===== src/rtl/control_sequencer.sv =====
// Hardwired Mini SRC control unit: T-state fetch/execute sequencer that drives
// the datapath enables, register-select controls, ALU op and memory strobes.
module control_sequencer #(
  parameter int MEM_TIMEOUT = 255
) (
  input  logic        clk,
  input  logic        clr,
  input  logic [31:0] ir,
  input  logic        mem_ready,
  output logic        PCout,
  output logic        MARin,
  output logic        IncPC,
  output logic        Zin,
  output logic        Zlowout,
  output logic        PCin,
  output logic        MDRin,
  output logic        MDRout,
  output logic        IRin,
  output logic        Yin,
  output logic        Cout,
  output logic        Read,
  output logic        Write,
  output logic        Gra,
  output logic        Grb,
  output logic        Grc,
  output logic        Rin,
  output logic        Rout,
  output logic        BAout,
  output logic [4:0]  alu_op,
  output logic [31:0] csign,
  output logic        run,
  output logic        done,
  output logic        fault,
  output logic        illegal
);

  typedef enum logic [3:0] {
    S_IDLE, S_T0, S_T1, S_T2, S_T3, S_T4, S_T5, S_T6, S_T7, S_HALT, S_FAULT
  } state_t;

  localparam logic [8:0] TIMEOUT_LIM = 9'(MEM_TIMEOUT);

  state_t     r_state;
  state_t     w_next;
  logic [7:0] r_wait_cnt;
  logic [4:0] w_op;
  logic [4:0] w_imm_op;
  logic       w_is_alu, w_is_imm, w_is_ldi, w_is_ld, w_is_st;
  logic       w_is_nop, w_is_halt, w_legal;
  logic       w_wait, w_timeout;
  logic       w_unused_ir;

  assign w_op        = ir[31:27];
  assign csign       = {{13{ir[18]}}, ir[18:0]};
  assign w_unused_ir = ^ir[26:19];

  // Opcode classification and immediate-form ALU op mapping
  always_comb begin
    w_is_alu  = (w_op >= 5'd3) && (w_op <= 5'd11);
    w_is_imm  = (w_op >= 5'd12) && (w_op <= 5'd14);
    w_is_ldi  = (w_op == 5'b00001);
    w_is_ld   = (w_op == 5'b00000);
    w_is_st   = (w_op == 5'b00010);
    w_is_nop  = (w_op == 5'b11010);
    w_is_halt = (w_op == 5'b11011);
    w_legal   = w_is_alu || w_is_imm || w_is_ldi || w_is_ld || w_is_st;
    case (w_op)
      5'b01100: w_imm_op = 5'b00011;
      5'b01101: w_imm_op = 5'b00101;
      5'b01110: w_imm_op = 5'b00110;
      default:  w_imm_op = 5'b00011;
    endcase
  end

  // Only T1, ld T6 and st T7 wait on memory; the counter is zero on entry to each
  assign w_wait    = (r_state == S_T1) ||
                     ((r_state == S_T6) && w_is_ld) ||
                     ((r_state == S_T7) && w_is_st);
  assign w_timeout = !mem_ready && (({1'b0, r_wait_cnt} + 9'd1) >= TIMEOUT_LIM);

  // State register
  always_ff @(posedge clk) begin
    if (clr) begin
      r_state <= S_IDLE;
    end else begin
      r_state <= w_next;
    end
  end

  // Memory wait counter
  always_ff @(posedge clk) begin
    if (clr || !w_wait || mem_ready) begin
      r_wait_cnt <= 8'd0;
    end else begin
      r_wait_cnt <= r_wait_cnt + 8'd1;
    end
  end

  // Next-state logic
  always_comb begin
    w_next = r_state;
    case (r_state)
      S_IDLE: w_next = S_T0;
      S_T0:   w_next = S_T1;
      S_T1: begin
        if (mem_ready)      w_next = S_T2;
        else if (w_timeout) w_next = S_FAULT;
        else                w_next = S_T1;
      end
      S_T2: begin
        if (w_is_halt)    w_next = S_HALT;
        else if (w_legal) w_next = S_T3;
        else              w_next = S_T0;
      end
      S_T3: w_next = S_T4;
      S_T4: w_next = S_T5;
      S_T5: w_next = (w_is_ld || w_is_st) ? S_T6 : S_T0;
      S_T6: begin
        if (!w_is_ld)       w_next = S_T7;
        else if (mem_ready) w_next = S_T7;
        else if (w_timeout) w_next = S_FAULT;
        else                w_next = S_T6;
      end
      S_T7: begin
        if (!w_is_st)       w_next = S_T0;
        else if (mem_ready) w_next = S_T0;
        else if (w_timeout) w_next = S_FAULT;
        else                w_next = S_T7;
      end
      S_HALT:  w_next = S_HALT;
      S_FAULT: w_next = S_FAULT;
      default: w_next = S_IDLE;
    endcase
  end

  // Moore output decode; only the st T7 done also looks at mem_ready
  always_comb begin
    PCout = 1'b0; MARin = 1'b0; IncPC = 1'b0; Zin = 1'b0; Zlowout = 1'b0;
    PCin = 1'b0; MDRin = 1'b0; MDRout = 1'b0; IRin = 1'b0; Yin = 1'b0;
    Cout = 1'b0; Read = 1'b0; Write = 1'b0; Gra = 1'b0; Grb = 1'b0;
    Grc = 1'b0; Rin = 1'b0; Rout = 1'b0; BAout = 1'b0; alu_op = 5'b00000;
    run = 1'b0; done = 1'b0; fault = 1'b0; illegal = 1'b0;
    case (r_state)
      S_T0: begin
        run = 1'b1; PCout = 1'b1; MARin = 1'b1; IncPC = 1'b1; Zin = 1'b1;
      end
      S_T1: begin
        run = 1'b1; Zlowout = 1'b1; PCin = 1'b1; Read = 1'b1; MDRin = 1'b1;
      end
      S_T2: begin
        run = 1'b1; MDRout = 1'b1; IRin = 1'b1;
        if (!w_legal && !w_is_halt) begin
          done    = 1'b1;
          illegal = !w_is_nop;
        end else begin
          done    = 1'b0;
          illegal = 1'b0;
        end
      end
      S_T3: begin
        run = 1'b1; Grb = 1'b1; Rout = 1'b1; BAout = 1'b1; Yin = 1'b1;
      end
      S_T4: begin
        run = 1'b1; Zin = 1'b1;
        if (w_is_alu) begin
          Grc = 1'b1; Rout = 1'b1; BAout = 1'b1; alu_op = w_op;
        end else if (w_is_imm) begin
          Cout = 1'b1; alu_op = w_imm_op;
        end else begin
          Cout = 1'b1; alu_op = 5'b00011;
        end
      end
      S_T5: begin
        run = 1'b1; Zlowout = 1'b1;
        if (w_is_ld || w_is_st) begin
          MARin = 1'b1;
        end else begin
          Gra = 1'b1; Rin = 1'b1; done = 1'b1;
        end
      end
      S_T6: begin
        run = 1'b1; MDRin = 1'b1;
        if (w_is_ld) begin
          Read = 1'b1;
        end else begin
          Gra = 1'b1; Rout = 1'b1; BAout = 1'b1;
        end
      end
      S_T7: begin
        run = 1'b1;
        if (w_is_ld) begin
          MDRout = 1'b1; Gra = 1'b1; Rin = 1'b1; done = 1'b1;
        end else begin
          Write = 1'b1; done = mem_ready;
        end
      end
      S_FAULT: fault = 1'b1;
      default: run = 1'b0;
    endcase
  end

endmodule


===== config.mk =====
export PLATFORM = sky130hd
export DESIGN_NAME = control_sequencer
export DESIGN_NICKNAME = d
export VERILOG_FILES = /design/src/rtl/control_sequencer.sv
export SDC_FILE = /design/constraint.sdc
export NUM_CORES = 1
export LEC_CHECK = 0
export BUFFER_PORTS_ARGS = -buffer_cell sky130_fd_sc_hd__buf_2
export CAP_MARGIN = 20
export CORE_AREA = 3 3 73 75
export DETAILED_ROUTE_END_ITERATION = 10
export DIE_AREA = 0 0 76 78
export GPL_TIMING_DRIVEN = 0
export PLACE_DENSITY = 0.69
export SLEW_MARGIN = 25
export SYNTH_ARGS = -nofsm -noshare
export SYNTH_HDL_FRONTEND = slang
export SYNTH_SLANG_ARGS = --single-unit

===== constraint.sdc =====
create_clock -name clk -period 2.2 [get_ports clk]
set_input_delay 0.11 -clock clk [delete_from_list [all_inputs] [get_ports clk]]
set_output_delay 0.11 -clock clk [all_outputs]
set_load 0.02 [all_outputs]

[Word-level counts from Yosys, hierarchy flattened]
Cells that the tools add are included.
Cells by class
  add/subtract/negate cells: 2
  eq/ne operators: 16
  mux-type cells: 45
  reductions and logical operators: 26
  $lt $le $gt $ge: 5
Operators with widths (count)
  one-hot mux 4 bit (11 select lines): 1
  two-way mux 4 bit: 8
  two-way mux 1 bit: 22
  equality test 4 x 3 -> 1 bit, second input constant: 4
  two-way mux 5 bit: 3
  equality test 4 bit, second input constant: 3
  equality test 5 x 4 -> 1 bit, second input constant: 2
  equality test 5 bit, second input constant: 2
  <= comparator 5 x 4 -> 1 bit, second input constant: 2
  adder 8 x 1 -> 9 bit, second input constant: 1
  >= comparator 9 x 8 -> 1 bit, second input constant: 1
  logical OR 1 bit: 9
  one-hot mux 1 bit (3 select lines): 3
  adder 8 x 1 -> 8 bit, second input constant: 1
  equality test 4 x 2 -> 1 bit, second input constant: 2
  one-hot mux 1 bit (2 select lines): 4
  OR reduction 8 bit: 1
  logical AND 1 bit: 6
  two-way mux 3 bit: 2
  one-hot mux 3 bit (2 select lines): 1
  OR reduction 2 bit: 3
  equality test 5 x 1 -> 1 bit, second input constant: 1
  equality test 5 x 2 -> 1 bit, second input constant: 1
  >= comparator 5 x 2 -> 1 bit, second input constant: 1
  other kinds (6): 10
Storage, ports and cells
  word-level logic and storage cells: 96
  flip-flop bits (word level): 12
  output and inout port bits: 60

[Logic depth before layout (Yosys ltp)]
Gate-level depths: netlist (run 1).
  depth in word-level cells: 10
  mapped depth: 7
  depth with buffers taken out: 7

[Worst setup path after synthesis (run 1)]
Ideal clock, no wire load.
  path type: register to output
  start: register r_state[2]
  end: output Rout
  path slack: 0.254 ns
  data required time: 2.090 ns
  path buffers: 2
  cell stages (with the launch flop): 6
  data arrival time: 1.836 ns
  cells stage by stage: dfxtp_1 > clkbuf_1 > and2b_2 > nor3b_1 > or3_1 > buf_4
Between the ends
  longest elaborated chain between the ends: 2
  elaborated cells between the ends (all ways): 4
  classes of those cells: eq/ne: 3; mux: 1
Ends and longest elaborated chain
  start: declaration: line 43  | state_t r_state;
  start signal: assignment: line 86  | r_state <= w_next;
  equality test 4 x 3 -> 1 bit
  one-hot mux 1 bit (3 select lines) *
  end: declaration: line 27  | output logic Rout,
Every way passes the cells marked *; elsewhere a longest branch is shown, timed or not.

[Worst setup path after layout (run 1)]
  start: register r_state[2]
  end: output Rout
Between the ends
  longest elaborated chain between the ends: 2
  elaborated cells between the ends (all ways): 4
  classes of those cells: eq/ne: 3; mux: 1
Ends and longest elaborated chain
  equality test 4 x 3 -> 1 bit: line 143  | case (r_state)
  one-hot mux 1 bit (3 select lines) *: line 143
Marked as above.

==> results.py, run 1 <==
metrics = {
    "run_status": {
        "outcome": "complete, no violations",
    },
    "critical_path": {
        "cp.required_ps": 2090,
        "crit_path_end": "Rout",
        "rr_worst_depth": 7,
        "crit_type": "register to primary output",
        "r2r-start": "r_wait_cnt[0]",
        "crit_family": "simple AND/OR/NAND/NOR gates",
        "path_cells": "clkbuf_1, and2b_2, nand2b_1, nor3_1, or3_1, buf_4, buf_2",
        "r2r-end": "r_state[0]",
        "crit_buf_inv": 3,
        "reg2reg_slack_ps": 400,
        "end_kind": "primary output",
        "critPathMaxStageDelay_ps": 330,
        "path_depth": 7,
        "crit_arrival_ps": 1840,
        "startpoint_type": "register",
        "cp_max_fo": 9,
        "critPathLaunch": "r_state[2]",
        "cp_slowest_cell": "or3_1",
    },
    "floorplan": {
        "die_w_um": 76,
        "std_cell_rows": 25,
        "coreArea_um2": 4723,
        "die_area_um2": 5928,
        "initial_core_util_pct": 28.79,
        "ioPinCount": 95,
        "die_h_um": 78,
    },
    "layout": {
        "instances_no_fill": 326,
        "num_antenna_cells": 0,
        "final_common_cell": "buf_2",
        "syn_to_final_growth_pct": 34.31,
        "nets": 297,
        "drive_gt1_share_pct": 47.88,
        "mostFrequentLayoutCells": "67 x buf_2, 36 x buf_4, 29 x nor2_1",
    },
    "clocking": {
        "clockBufferDepth": 2,
        "cts_setup_buffers": 0,
        "clock_latency_ps": 240,
        "path_clk_slew_ps": 50,
        "cts_tree": "yes",
        "clock-sinks": 12,
        "htreeDepth": 1,
        "cts_made_buffers": 3,
        "clockRootBuffer": "clkbuf_8",
    },
    "pwr": {
        "p_leak_nw": 0.9181,
        "vdd_ir_drop_max_mv": 0.3336,
        "p_per_area_nw_per_um2": 405.8,
    },
    "global_route": {
        "grt_util_all_layers_pct": 11.20,
        "grt_pass1_vias": 1255,
        "grt_max_degree": 15,
        "grt_overflow_total": 0,
        "grt_pass1_wl_um": 5692,
        "antenna_found_initial": 0,
    },
    "synthesis": {
        "avgSynthCellArea_um2": 7.121,
        "yosysWarnings": 0,
        "syn_inst": 191,
        "synth_edf_count": 0,
        "ys_types": 49,
        "ys_seq_area_share_pct": 17.66,
        "synth_area_leaders": "buf_4 20%, dfxtp_1 18%, nor2_1 8.0%",
        "synth-seq-cells": 12,
        "synthFlopType": "dfxtp_1",
        "synth.top_cell.area_share_pct": 19.87,
        "postSynth.asyncResetShare_pct": 0,
        "yosysTopAreaCell": "buf_4",
        "syn_area_um2": 1360,
        "syn_nets": 228,
    },
    "detailed_routing": {
        "drc": 0,
        "ant_nets": 0,
        "dr.pass1.iters": 4,
        "drt-total-wl_um": 3420,
        "drt_iter0_drc": 137,
        "vias": 1452,
        "avgRoutedWirePerCell_um": 10.49,
        "vias_per_cell": 4.454,
    },
    "place": {
        "gp_congestion": 0.8345,
        "hpwl_um": 2764,
        "place_inst": 322,
        "io_buffers": 64,
        "pre_cts_slack_ps": 122.2,
    },
    "sta": {
        "setup_viol": 0,
        "setup_slack_ps": 246.9,
        "fin_hold_ws_ps": 220.0,
        "fin_skew_ps": 2.008,
        "max_freq_mhz": 512.0,
        "period_minus_slack_ps": 1953,
        "fin_setup_tns_ps": 0,
        "post-route-period-util_pct": 88.78,
        "hold_viol": 0,
        "rsz0062_at_grt": "no",
        "slew_violations": 0,
    },
    "flow_run": {
        "maxCapViolations": 0,
    },
    "hold_path": {
        "min_path_type": "input port to register",
    },
}
synth_stat cells (all sizes together), types with 2 or more instances:
| cell type | number |
|---|---|
| inv | 5 |
| nor3 | 7 |
| clkbuf | 6 |
| and3 | 3 |
| nor2 | 31 |
| a21oi | 6 |
| nor3b | 3 |
| xor2 | 2 |
| nor2b | 2 |
| ha | 2 |
| a31oi | 2 |
| nand3 | 6 |
| a211oi | 2 |
| nor4 | 2 |
| mux2 | 2 |
| nand2b | 7 |
| or3 | 2 |
| o21ai | 10 |
| nand4 | 2 |
| dfxtp | 12 |
| and2 | 2 |
| xnor2 | 5 |
| nand2 | 8 |
| or2 | 3 |
| o22ai | 2 |
| buf | 41 |
timing repair:
action,CTS,global route
resized for setup,0,4
hold endpoints to repair,0,0
endpoints found under the setup margin,0,6
hold buffers,0,0
area by class of cell:
class / count / area, µm²
multi-input combinational: 127 / 777.0
buffer: 47 / 331.6
sequential: 12 / 240.2
fill: 495 / 2897
timing repair buffer: 64 / 320.3
tap: 67 / 83.83
clock buffer: 4 / 55.05
inverter: 5 / 18.77
worst register-to-register path, cell delays in order (launching register included):
cell	delay (ps)
dfxtp_1	400
inv_1	60
ha_1	300
o21bai_1	150
a21oi_1	100
a2111oi_2	390
or3_1	200
a31oi_1	80
report_power, final:
group          total, mW  internal, mW  switching [mW]  leakage [nW]
Sequential         0.224         0.222         0.00157        0.0972
Clock              0.240         0.158          0.0820        0.0288
Combinational      0.278         0.117           0.161         0.792
Total              0.741         0.497           0.244         0.918
flip-flops by register name (all words and copies together), names as in the netlist:
name,cells
r_wait_cnt,8
r_state,4
worst min path at each step:
| stage | from | depth (start not counted) | slack [ps] | to |
|---|---|---|---|---|
| final | clr | 3 | 220 | r_state[3] |
| after global routing | clr | 3 | 240 | r_wait_cnt[2] |
| after CTS | clr | 3 | 210 | r_state[3] |
| after detailed placement | ir[0] | 2 | 440 | csign[0] |
| after global placement | ir[0] | 2 | 440 | csign[0] |
| after floorplan | clr | 2 | 310 | r_state[1] |
per-layer routing:
| metal | vias to the layer above | global-route usage (%) | routed length, µm | share of wire (%) |
|---|---|---|---|---|
| met4 | 0 | 1.993 | 18 | 0.53 |
| li1 | 748 | - | - | - |
| met2 | 50 | 19.41 | 1677 | 49 |
| met5 | - | 0 | 0 | 0 |
| met1 | 652 | 13.92 | 1494 | 44 |
| met3 | 2 | 3.248 | 230 | 6.7 |
per-stage QoR:
step / power, mW / cell area [µm²] / util [%]
floorplan: 0.4336 / 1360 / -
global placement: 0.5045 / 1764 / 37.35
detailed placement: 0.5067 / 1764 / 37.35
CTS: 0.7537 / 1819 / 38.52
global route: 0.7858 / 1827 / 38.68
finish: 0.7412 / 1827 / 38.68
cell families (layout without fill, tap and decap cells):
group                      after synthesis  after routing  synth area share, %
DFF                                     12             12                17.66
and+or+nand+nor                         85             85                33.58
other                                    1              1               0.2757
buffers and inverters                   52            120                25.67
AOI/OAI and AO/OA                       30             30                14.81
adders and majority gates                2              2                1.840
muxes                                    2              2                1.656
xor gates and xnor gates                 7              7                4.508
(Power assumes the default switching activity.)
==> run 2, diff against run 1 <==
==> constraint.sdc (replaced) <==
create_clock -name clk -period 2.5 [get_ports clk]
set_input_delay 0.125 -clock clk [delete_from_list [all_inputs] [get_ports clk]]
set_output_delay 0.125 -clock clk [all_outputs]
set_load 0.02 [all_outputs]
==> results.py, run 2 (same netlist as run 1, synthesis figures left out) <==
metrics = {
    "run_status": {
        "outcome": "complete, no violations",
    },
    "critical_path": {
        "cp_slowest_cell": "a2111oi_0",
        "rr_worst_depth": 7,
        "cp.required_ps": 2630,
        "crit_type": "register to register",
        "end_kind": "register",
        "startpoint_type": "register",
        "path_cells": "inv_1, ha_1, o21bai_1, a21oi_1, a2111oi_0, or3_1, a31oi_1",
        "critPathMaxStageDelay_ps": 670,
        "r2r-end": "r_state[0]",
        "reg2reg_slack_ps": 410,
        "r2r-start": "r_wait_cnt[0]",
        "cp_max_fo": 6,
        "crit_arrival_ps": 2220,
    },
    "sta": {
        "post-route-period-util_pct": 83.64,
        "worst-slew-pin-transition_ps": 754.3,
        "rsz0062_at_grt": "no",
        "relSlewSlack_pct": 48.41,
        "fin_setup_tns_ps": 0,
        "fin_skew_ps": 3.479,
        "max_freq_mhz": 478.3,
        "slew_violations": 0,
        "hold_viol": 0,
        "setup_viol": 0,
        "period_minus_slack_ps": 2091,
    },
    "place": {
        "gp_congestion": 0.8345,
        "place_area_um2": 1764,
        "place_inst": 322,
        "io_buffers": 64,
        "hpwl_um": 2764,
    },
    "floorplan": {
        "ioPinCount": 95,
        "die_area_um2": 5928,
        "coreArea_um2": 4723,
        "std_cell_rows": 25,
        "initial_core_util_pct": 28.79,
        "die_h_um": 78,
        "die_w_um": 76,
    },
    "layout": {
        "post-route-cell-area_um2": 1819,
        "reg_top3": "r_wait_cnt x8, r_state x4",
        "mostFrequentLayoutCells": "67 x buf_2, 36 x buf_4, 29 x nor2_1",
        "fin_util_pct": 38.52,
        "regMostFlops": "r_wait_cnt",
        "nets": 297,
        "drive_gt1_share_pct": 47.10,
        "syn_to_final_growth_pct": 33.76,
        "largest_register_ffs": 8,
        "instances_no_fill": 326,
        "final_common_cell": "buf_2",
        "fillerInstances": 495,
        "num_antenna_cells": 0,
    },
    "global_route": {
        "grt_overflow_total": 0,
        "grt_pass1_wl_um": 5692,
        "grt_pass1_vias": 1255,
        "grt_util_all_layers_pct": 11.20,
        "grt_max_degree": 15,
        "antenna_found_initial": 0,
    },
    "clocking": {
        "clockBufferDepth": 2,
        "hold_buffers": 0,
        "cts_tree": "yes",
        "clock_latency_ps": 240,
        "htreeDepth": 1,
        "cts_made_buffers": 3,
        "clockRootBuffer": "clkbuf_8",
        "cts_setup_buffers": 0,
        "cts.repair.resized": 0,
        "clock-sinks": 12,
        "path_clk_slew_ps": 50,
    },
    "detailed_routing": {
        "avgRoutedWirePerCell_um": 10.48,
        "dr.pass1.iters": 4,
        "ant_nets": 0,
        "drt_iter0_drc": 135,
        "vias": 1465,
        "drc": 0,
        "vias_per_cell": 4.494,
        "drt-total-wl_um": 3417,
    },
    "pwr": {
        "vdd_ir_drop_max_mv": 0.2928,
        "p_leak_nw": 0.9147,
        "total_power_mw": 0.6527,
        "p_per_area_nw_per_um2": 358.8,
    },
    "hold_path": {
        "whs_endpoint": "r_state[3]",
        "whs_path_depth": 3,
        "worstHoldStart": "clr",
        "min_path_type": "input port to register",
    },
    "flow_run": {
        "maxCapViolations": 0,
    },
}
[run 2: worst max-delay path by stage]
stage	slack, ps	end	startpoint
4_1_cts	410	r_state[0]	r_wait_cnt[0]
5_1_grt	120	r_state[1]	r_wait_cnt[0]
3_5_place_dp	420	r_state[0]	r_wait_cnt[0]
6_report	410	r_state[0]	r_wait_cnt[0]
3_3_place_gp	420	r_state[0]	r_wait_cnt[0]
2_1_floorplan	540	Rout	r_state[2]
[run 2: power breakdown]
| part | total (mW) | switching, mW | internal [mW] |
|---|---|---|---|
| Clock | 0.212 | 0.0729 | 0.139 |
| Sequential | 0.197 | 0.00138 | 0.195 |
| Combinational | 0.244 | 0.141 | 0.102 |
[run 2: worst max-delay path, delay by kind of cell, from the launching register on]
kind / cells / cell delay, ps
adders and majority gates: 1 / 300
and+or+nand+nor: 1 / 230
AOI/OAI and AO/OA: 4 / 980
buffers and inverters: 1 / 60
DFF: 1 / 400
[run 2: metal layers]
metal | routed length [µm] | global-route usage (%)
met5 | 0 | 0
met4 | 18 | 1.993
met3 | 234 | 3.248
met2 | 1661 | 19.41
met1 | 1503 | 13.92
[run 2: final cells by class]
cell class | count | area, µm² | area share, %
multi-input cells | 127 | 770.7 | 42.37
inverters | 5 | 18.77 | 1.032
well taps | 67 | 83.83 | 4.608
clock buffers | 4 | 55.05 | 3.026
plain buffers | 47 | 330.3 | 18.16
flip-flops and latches | 12 | 240.2 | 13.20
repair buffers | 64 | 320.3 | 17.61
[run 2: stage by stage]
step                hold slack [ps]  setup slack, ps
floorplan                     326.7            539.2
global placement              469.0            425.0
detailed placement            467.9            422.2
CTS                           220.2            406.2
global route                  253.7            117.7
finish                        232.9            409.1
==> run 3, diff against run 2 <==
--- a/config.mk
+++ b/config.mk
@@ -11,7 +11,7 @@
 export DETAILED_ROUTE_END_ITERATION = 10
 export DIE_AREA = 0 0 76 78
 export GPL_TIMING_DRIVEN = 0
-export PLACE_DENSITY = 0.69
+export PLACE_DENSITY = 0.72
 export SLEW_MARGIN = 25
 export SYNTH_ARGS = -nofsm -noshare
 export SYNTH_HDL_FRONTEND = slang
==> constraint.sdc (replaced) <==
create_clock -name clk -period 1.8 [get_ports clk]
set_input_delay 0.09 -clock clk [delete_from_list [all_inputs] [get_ports clk]]
set_output_delay 0.09 -clock clk [all_outputs]
set_load 0.02 [all_outputs]
==> results.py, run 3 (same netlist as run 1, synthesis figures left out) <==
metrics = {
    "critical_path": {
        "cp_max_fo": 6,
        "crit_type": "register to primary output",
        "end_kind": "primary output",
        "cp.required_ps": 1710,
        "crit_arrival_ps": 1690,
        "startpoint_type": "register",
    },
    "sta": {
        "fin_skew_ps": 3.656,
        "max_freq_mhz": 561.2,
        "hold_viol": 0,
        "relSlewSlack_pct": 65.96,
        "setup_viol": 0,
        "slew_violations": 0,
        "post-route-period-util_pct": 99.00,
        "period_minus_slack_ps": 1782,
        "setup_slack_ps": 18.01,
        "worst-slew-pin-transition_ps": 510.6,
        "rsz0062_at_grt": "yes",
    },
    "floorplan": {
        "initial_core_util_pct": 28.79,
        "die_h_um": 78,
        "std_cell_rows": 25,
        "coreArea_um2": 4723,
        "die_w_um": 76,
        "ioPinCount": 95,
        "die_area_um2": 5928,
    },
    "clocking": {
        "clock-sinks": 12,
        "cts_tree": "yes",
        "htreeDepth": 1,
        "clockBufferDepth": 2,
        "clock_latency_ps": 240,
        "cts_made_buffers": 3,
        "clockRootBuffer": "clkbuf_8",
        "hold_buffers": 0,
        "path_clk_slew_ps": 50,
    },
    "layout": {
        "nets": 299,
        "regMostFlops": "r_wait_cnt",
        "mostFrequentLayoutCells": "64 x buf_2, 40 x buf_4, 28 x nor2_1",
        "largest_register_ffs": 8,
        "syn_to_final_growth_pct": 41.31,
        "num_antenna_cells": 0,
        "drive_gt1_share_pct": 52.87,
        "reg_top3": "r_wait_cnt x8, r_state x4",
        "final_common_cell": "buf_2",
    },
    "flow_run": {
        "maxCapViolations": 0,
    },
    "global_route": {
        "antenna_found_initial": 0,
        "grt_pass1_wl_um": 5416,
        "grt_overflow_total": 0,
        "grt_max_degree": 15,
        "grt_pass1_vias": 1226,
        "grt_util_all_layers_pct": 10.62,
    },
    "detailed_routing": {
        "ant_nets": 0,
        "vias": 1453,
        "drt_iter0_drc": 129,
        "vias_per_cell": 4.430,
        "drt-total-wl_um": 3424,
        "drc": 0,
        "dr.pass1.iters": 4,
        "avgRoutedWirePerCell_um": 10.44,
    },
    "place": {
        "gp_congestion": 0.8470,
        "hpwl_um": 2703,
        "io_buffers": 64,
        "pre_cts_slack_ps": -324.8,
    },
    "pwr": {
        "p_per_area_nw_per_um2": 477.8,
        "p_leak_nw": 0.9562,
        "vdd_ir_drop_max_mv": 0.5765,
        "total_power_mw": 0.9183,
    },
    "run_status": {
        "outcome": "complete, no violations",
    },
    "hold_path": {
        "min_path_type": "input port to register",
    },
}
-- run 3: timing repair --
item / in CTS / in global routing
resized for setup: 11 / 10
endpoints found under the setup margin: 8 / 13
setup buffers: 1 / 2
pin swaps: 2 / 7
-- run 3: layout make-up --
class                      count  area (µm²)
buffer                        46       341.6
clock buffer                   4       55.05
fill                         502        2801
inverter                       5       18.77
multi-input combinational    127       833.3
sequential                    12       246.5
tap                           67       83.83
timing repair buffer          67       342.8
-- run 3: layer usage --
layer / GRT usage, % / wire (µm) / part of all wire [%]
met5: 0 / 0 / 0
met4: 1.087 / 22 / 0.64
met3: 3.016 / 254 / 7.4
met2: 18.62 / 1667 / 49
met1: 13.37 / 1479 / 43
-- run 3: worst paths after layout --
path,startpoint,end,slack [ps],depth (start not counted)
setup / recovery,r_state[3],Rout,20,5
hold / removal,clr,r_state[3],200,3
setup reg to reg,r_state[1],r_wait_cnt[0],30,6
hold reg to reg,r_wait_cnt[0],r_wait_cnt[0],460,1
-- run 3: per-stage QoR --
| step | hold WS (ps) | cells | setup TNS [ps] | instance area, µm² | util, % |
|---|---|---|---|---|---|
| after floorplan | 291.7 | 191 | 0 | 1370 | - |
| after global placement | 399.0 | 322 | -984.1 | 1774 | 37.56 |
| after detailed placement | 399.1 | 322 | -1183 | 1774 | 37.56 |
| after CTS | 195.9 | 326 | -1.524 | 1869 | 39.58 |
| after global routing | 227.7 | 328 | -243.0 | 1922 | 40.69 |
| final | 197.9 | 328 | 0 | 1922 | 40.69 |
-- run 3: worst max-delay path, stage by stage, from the launching register on --
cell     delay (ps)
dfxtp_4         360
and2b_2         250
nor3b_2         170
or3_4           380
buf_4           130
buf_2           150
-- run 3: where the power goes --
part | total [mW] | switching, mW | internal [mW]
sequential | 0.274 | 0.00368 | 0.270
combinational | 0.353 | 0.199 | 0.153
clock | 0.292 | 0.0983 | 0.193
